[config.mk]
export PLATFORM = sky130hd
export DESIGN_NAME = irq_pending_latch
export DESIGN_NICKNAME = d
export VERILOG_FILES = /design/src/rtl/irq_pkg.sv /design/src/rtl/irq_sync_edge.sv /design/src/rtl/irq_pending_latch.sv
export SDC_FILE = /design/constraint.sdc
export NUM_CORES = 1
export LEC_CHECK = 0
export CAP_MARGIN = 20
export CORE_UTILIZATION = 42
export DETAILED_ROUTE_END_ITERATION = 10
export PLACE_DENSITY = 0.74
export SETUP_SLACK_MARGIN = 0.4
export SLEW_MARGIN = 20
export SYNTH_ARGS = -nofsm -noshare
export SYNTH_HDL_FRONTEND = slang
export SYNTH_HIERARCHICAL = 1
export SYNTH_SLANG_ARGS = --single-unit
[constraint.sdc]
create_clock -name clk -period 1.63 [get_ports clk]
set_input_delay 0.326 -clock clk [delete_from_list [all_inputs] [get_ports clk]]
set_output_delay 0.326 -clock clk [all_outputs]
set_load 0.02 [all_outputs]
[src/rtl/irq_pkg.sv]
// irq_pkg: constants and types shared by the request latch and the priority encoder
package irq_pkg;
   localparam int IRQ_N = 8;
   localparam int IRQ_IDW = 3;
   typedef logic [IRQ_N-1:0] irq_vec_t;
   typedef logic [IRQ_IDW-1:0] irq_id_t;
endpackage

[src/rtl/irq_sync_edge.sv]
// irq_sync_edge: one request line through a flop synchroniser plus rising-edge detect
//   clk, rst_n : clock, synchronous active-low reset
//   d          : raw asynchronous request line
//   s          : synchronised line
//   rise       : s high this cycle and low the cycle before
module irq_sync_edge
   import irq_pkg::*;
#(
   parameter int SYNC_STAGES = 2
) (
   input  logic clk,
   input  logic rst_n,
   input  logic d,
   output logic s,
   output logic rise
);
   logic s_d;
   if (SYNC_STAGES == 0) begin : g_pass
      assign s = d;
   end else begin : g_sync
      logic [SYNC_STAGES-1:0] chain;
      logic [SYNC_STAGES:0] nxt;
      assign nxt = {chain, d};
      always_ff @(posedge clk) chain <= !rst_n ? '0 : nxt[SYNC_STAGES-1:0];
      assign s = chain[SYNC_STAGES-1];
   end
   // s_d resets low, so a line held high across reset release yields one edge
   always_ff @(posedge clk) s_d <= rst_n & s;
   assign rise = s & ~s_d;
endmodule

[src/rtl/irq_pending_latch.sv]
// irq_pending_latch: sticky per-line pending bits feeding the priority encoder
//   clk, rst_n      : clock, synchronous active-low reset
//   irq_in          : raw asynchronous request lines
//   mask            : 1 enables a line onto pend_o; never clears latched state
//   ack, ack_id     : one-cycle acknowledge of a single line by index
//   ovf_clr         : one-cycle strobe clearing every overrun flag
//   pend_o, en_o    : masked pending vector and its OR, to the encoder
//   ovf_o           : sticky overrun flags (edge mode only)
module irq_pending_latch
   import irq_pkg::*;
#(
   parameter int N = IRQ_N,
   parameter int IDW = IRQ_IDW,
   parameter int SYNC_STAGES = 2,
   parameter bit EDGE_MODE = 1'b1
) (
   input  logic           clk,
   input  logic           rst_n,
   input  logic [N-1:0]   irq_in,
   input  logic [N-1:0]   mask,
   input  logic           ack,
   input  logic [IDW-1:0] ack_id,
   input  logic           ovf_clr,
   output logic [N-1:0]   pend_o,
   output logic           en_o,
   output logic [N-1:0]   ovf_o
);
   logic [N-1:0] sync, rise, ev, clr, pend_q, ovf_q;
   for (genvar k = 0; k < N; k++) begin : g_line
      irq_sync_edge #(.SYNC_STAGES(SYNC_STAGES)) u_sync (
         .clk(clk),
         .rst_n(rst_n),
         .d(irq_in[k]),
         .s(sync[k]),
         .rise(rise[k])
      );
   end
   assign ev = EDGE_MODE ? rise : sync;
   // out-of-range ids shift the one-hot past the top bit and clear nothing
   assign clr = ack ? {{(N-1){1'b0}}, 1'b1} << ack_id : '0;
   // a new event outranks a same-cycle ack, and an overrun outranks ovf_clr
   always_ff @(posedge clk) begin
      pend_q <= !rst_n ? '0 : (pend_q & ~clr) | ev;
      ovf_q <= (!rst_n || !EDGE_MODE) ? '0 : (ovf_q & ~{N{ovf_clr}}) | (ev & pend_q & ~clr);
   end
   assign pend_o = pend_q & mask;
   assign en_o = |pend_o;
   assign ovf_o = ovf_q;
endmodule

* Word level (Yosys, flattened, before mapping)
Cells that the tools add are included.
** Storage, ports and cells
- Register bits :: 40
- Latch bits :: 0
- RAM bits :: 0
- ROM bits :: 0
- Input bits :: 23
- Logic and storage cells :: 54
- Memories :: 0
** Operators by class
- Add/subtract/negate cells :: 0
- $mul :: 0
- Divide/modulo/power cells :: 0
- $lt $le $gt $ge :: 0
- Equality and inequality tests :: 0
- Shift operators :: 1
- Mux-type cells :: 1
- Bitwise gates (word level) :: 33
- Reductions and logical operators :: 1
** Operators by type and width (count)
- $and A8 B8 Y8 :: 5
- $and A1 B1 Y1 :: 16
- $not A8 Y8 :: 2
- $or A8 B8 Y8 :: 2
- $mux W8 :: 1
- $not A1 Y1 :: 8
- $reduce_or A8 Y1 :: 1
- $shl A1 B3 Y8 const A :: 1

* Logic depth before layout (Yosys ltp)
- Word-level depth :: 5
- Mapped depth :: 4
- Gate-level depth less buffers :: 3

* Cells and area by module
The synthesis kept the hierarchy.
** Modules (own cells, without submodules)
- irq_sync_edge :: times used 8, cells each 7, area an instance 92.6 um2, seq. area each 60.1 um2
- irq_pending_latch :: times used 1, cells each 83, area an instance 713.2 um2, seq. area each 320.3 um2

* Worst setup path after synthesis
Ideal clock, no wire load.
- Kind :: input port to output port
- From :: input mask[0]
- To :: output en_o
- Arrival time :: 1.592 ns
- Required time :: 1.304 ns
- Path slack :: -0.288 ns
- Stages :: 3
- Buffers on the path :: 0
- Path through :: and2_1 -> or4_1 -> or4_1
** Between the ends
- Word-level cells in the longest chain between the ends :: 2
** Ends and longest elaborated chain
- start, declared :: line irq_pending_latch.sv:20 : input logic [N-1:0] mask,
- $and A8 B8 Y8 :: line irq_pending_latch.sv:46 : assign pend_o = pend_q & mask;
- $reduce_or A8 Y1 :: line irq_pending_latch.sv:47 : assign en_o = |pend_o;
- end, declared :: line irq_pending_latch.sv:25 : output logic en_o,
Every way passes these cells.

* Worst setup path after layout
- From :: register pend_q[2]
- To :: output en_o
** Between the ends
- Word-level cells in the longest chain between the ends :: 2
** Ends and longest elaborated chain
- start, declared :: line irq_pending_latch.sv:28 : logic [N-1:0] sync, rise, ev, clr, pend_q, ovf_q;
- start signal, assigned :: line irq_pending_latch.sv:43 : pend_q <= !rst_n ? '0 : (pend_q & ~clr) | ev;
- $and A8 B8 Y8 :: line irq_pending_latch.sv:46
- $reduce_or A8 Y1 :: line irq_pending_latch.sv:47
Every way passes these cells.

==> key figures <==
Status
  – Outcome: finished with violations
  – Failing checks: setup timing

Floorplanning
  – Total die area: 3701 µm²
  – Io pins: 40
  – Chip Width: 60.84 µm
  – Core footprint: 3178 µm²
  – Number of placement rows: 20
  – Height of the die: 60.84 µm
  – Starting Density: roughly 46%

Critical path
  – Crit path capture type: output port
  – Arrival time reported for the critical path endpoint: around 1.9 ns
  – Top fanout value on the critical path: 2
  – Nature of the critical path startpoint: flip-flop
  – Setup CP Type: flip-flop to output port
  – Endpoint required time on the critical path: 1.30 ns

Synth
  – Count of different cell masters after synthesis: 19
  – Netlist area before placement: between 1000 and 1500 µm²
  – Share of the synthesized area in the top cell type: 55.08%
  – Dominant cell type by area after synthesis: dfxtp_1
  – Number of standard cells after synthesis: 139
  – Sequential element share of the synthesized area: roughly 55%
  – Number of synthesis warnings: 6
  – Synthesized netlist net count: 162
  – Leading post-synthesis cells by cell area: dfxtp_1 (55%), and2_1 (13%), nor2b_4 (7.6%)
  – Number of flops mapped to enable cells by yosys: 0
  – Prevailing post-synth register cell: dfxtp_1
  – Most numerous cell in the Yosys netlist: dfxtp_1
  – Most frequent cells after synthesis: dfxtp_1 (40), and2_1 (30), nand2_1 (13)
  – Ys async rst share: 0%
  – Average instance area after synthesis: between 10 and 15 µm²
  – Flip-flop and latch count after synthesis: 40

Detailed routing
  – Routed length per placed instance: 11.30 µm
  – Residual DRC: 0
  – Total length of routed met2 wires: 1.334 mm
  – Number of design-rule violations left by the first detailed-router iteration: 36
  – Met1 Wirelength: approximately 1.2 mm
  – Detailed-route wire length: 2.790 mm
  – Met3 Routed Length: 231 µm
  – Routed Antenna Nets: 0
  – Top routing layer in use: met4
  – Ratio of routed vias to standard cells: 4.769
  – Number of detailed-routing iterations run before antenna repair: 4
  – Total number of vias: 1178

Power
  – VDD IR max: 0.5076 mV
  – Comb power frac: 13.6%
  – Fraction of power consumed by sequential logic: 58.1%
  – Power per standard cell area: 813.7 nW/µm²
  – Int Pwr: 1.375 mW
  – Fraction of power spent switching nets: 22.43%
  – Clock power share: 28.3%
  – Total net switching power: approximately 0.40 mW
  – Static leakage power: 0.9562 nW

Placed design
  – Final RePlAce weighted congestion: 0.7573
  – Cell total after placement: 230
  – HPWL after detailed placement: 1.874 mm
  – Input/output buffers: 39

Timing
  – Hold_ws: about 0.44 ns
  – Final worst path period need: 2.236 ns
  – RSZ-0062 raised after global routing: true
  – Worst rel slew slack: 72.24%
  – Transition at the pin with the smallest max-transition slack: 0.4165 ns
  – Final count of hold timing violations: 0
  – Final setup slack of the worst path: -0.6064 ns
  – Max Fclk: approximately 450 MHz
  – Period Utilization, post-route: 137.2%
  – Clock Skew: 0.005077 ns
  – Number of max-slew violations in the final report: 0
  – Fin Setup TNS: -0.6064 ns
  – Count of final setup violators: 1

Clock network
  – CTS Buf Count: 5
  – H-tree levels: 2
  – Clock Sinks: 40
  – CTS tree: yes
  – Clock insertion delay at the later pin of the skew report: 0.33 ns
  – Clock Path Buffers: 2
  – Clock root buffer master: clkbuf_4
  – Clock-pin slew on the worst setup and hold paths: ~0.11 ns

GRT
  – GRT Overall Usage: 16.56%
  – Initial antenna violation count: 0
  – Congestion Overflow GR: 0
  – Largest net degree at the start of global routing: 53
  – Wire length of the first global-routing pass: 4.340 mm
  – Vias in the first global route: roughly 1000

Final layout
  – # diodes: 0
  – Number of filler cells placed in the layout: 244
  – Finished Layout Cells: approximately 250
  – Final net count: 225
  – Share of final-layout standard cells stronger than drive strength 1: 36.95%
  – Syn-to-layout area delta: 49.83%

Min path
  – Worst hold-check path type: flip-flop to flip-flop

Flow run
  – Count of maximum capacitance violations: 0
worst max-delay path, stage by stage (launching register included):
cell	delay, ns
dfxtp_2	0.34
and2_4	0.13
or4_4	0.53
or4_4	0.43
buf_6	0.15
state kept, by name, indices dropped and copies added (netlist names):
| register | cells |
|---|---|
| g_line.u_sync/g_sync.chain | 16 |
| g_line.u_sync/s_d | 8 |
| ovf_o | 8 |
| pend_q | 8 |
final timing paths:
kind | start | endpoint | slack, ns | cells past startpoint
max | pend_q[2] | en_o | -0.61 | 4
min | g_line[1].u_sync/g_sync.chain[0] | g_line[1].u_sync/g_sync.chain[1] | 0.44 | 1
max reg2reg | pend_q[6] | pend_q[6] | 0.80 | 4
min reg2reg | g_line[1].u_sync/g_sync.chain[0] | g_line[1].u_sync/g_sync.chain[1] | 0.44 | 1
metal layers:
metal  vias up  track usage (%)
li1        595                -
met1       539            16.51
met2        39            29.83
met3         5            7.676
met4         0            6.494
met5         -                0
power by group through the flow:
stage          combinational, mW  clock, mW  sequential [mW]
5_1_grt                    0.261      0.571             1.03
6_report                   0.241      0.501             1.03
3_5_place_dp               0.216          0             1.05
2_1_floorplan             0.0889          0             1.05
4_1_cts                    0.238      0.524             1.03
3_3_place_gp               0.211          0             1.05
kinds of logic after synthesis:
| kind of cell | count (synthesis) | share of synthesized area (%) |
|---|---|---|
| and+or+nand+nor | 84 | 40.02 |
| DFF | 40 | 55.08 |
| buffers and inverters | 3 | 0.7745 |
| AOI/OAI and AO/OA | 12 | 4.131 |
cell type report:
class                   instances  area (µm²)  area share [%]
clock inverters                 1       7.507          0.3446
flip-flops and latches         40       812.0           37.28
well taps                      44       55.05           2.527
clock buffers                   7       55.05           2.527
repair buffers                 59       546.8           25.10
multi-input cells              96       701.9           32.22
stage by stage:
step                power (mW)  worst slack, ns  utilization [%]  instance area (µm²)
floorplan                1.140          -0.1557                -                 1460
global placement         1.261           -1.055            62.60                 1989
detailed placement       1.267           -1.062            62.60                 1989
CTS                      1.793          -0.6195            67.72                 2152
global route             1.866          -0.6653            68.54                 2178
finish                   1.772          -0.6064            68.54                 2178
cell usage in the layout, fill, tap and decap left out:
cell type | synthesis | routed
buf_12 | 0 | 1
a21oi_2 | 0 | 1
dfxtp_1 | 40 | 31
buf_6 | 0 | 14
nor2b_4 | 8 | 8
nand3b_1 | 8 | 8
nor4b_2 | 0 | 1
nor2b_1 | 4 | 4
clkbuf_4 | 0 | 5
and2_4 | 2 | 7
dlymetal6s2s_1 | 0 | 2
o21ai_0 | 8 | 8
nor3_1 | 1 | 1
nor4bb_4 | 0 | 2
dfxtp_2 | 0 | 9
nand4b_1 | 3 | 3
nand3_1 | 4 | 4
or4_4 | 0 | 2
clkbuf_8 | 0 | 1
clkdlybuf4s50_1 | 0 | 11
nand4_1 | 5 | 5
or2_2 | 1 | 1
clkinvlp_4 | 0 | 1
buf_2 | 0 | 4
clkbuf_1 | 2 | 1
buf_4 | 0 | 18
nand2_1 | 13 | 13
dlygate4sd2_1 | 0 | 9
a21oi_1 | 4 | 3
and2_1 | 30 | 25
what timing repair did:
| action | 4_1_cts | 5_1_grt |
|---|---|---|
| gates resized for setup | 115 | 11 |
| pin swaps | 5 | 2 |
| buffers inserted | 9 | 0 |
| hold buffers | 0 | 0 |
| endpoints found under the setup margin | 23 | 19 |
Note: power is estimated with default switching activity, not from simulation.
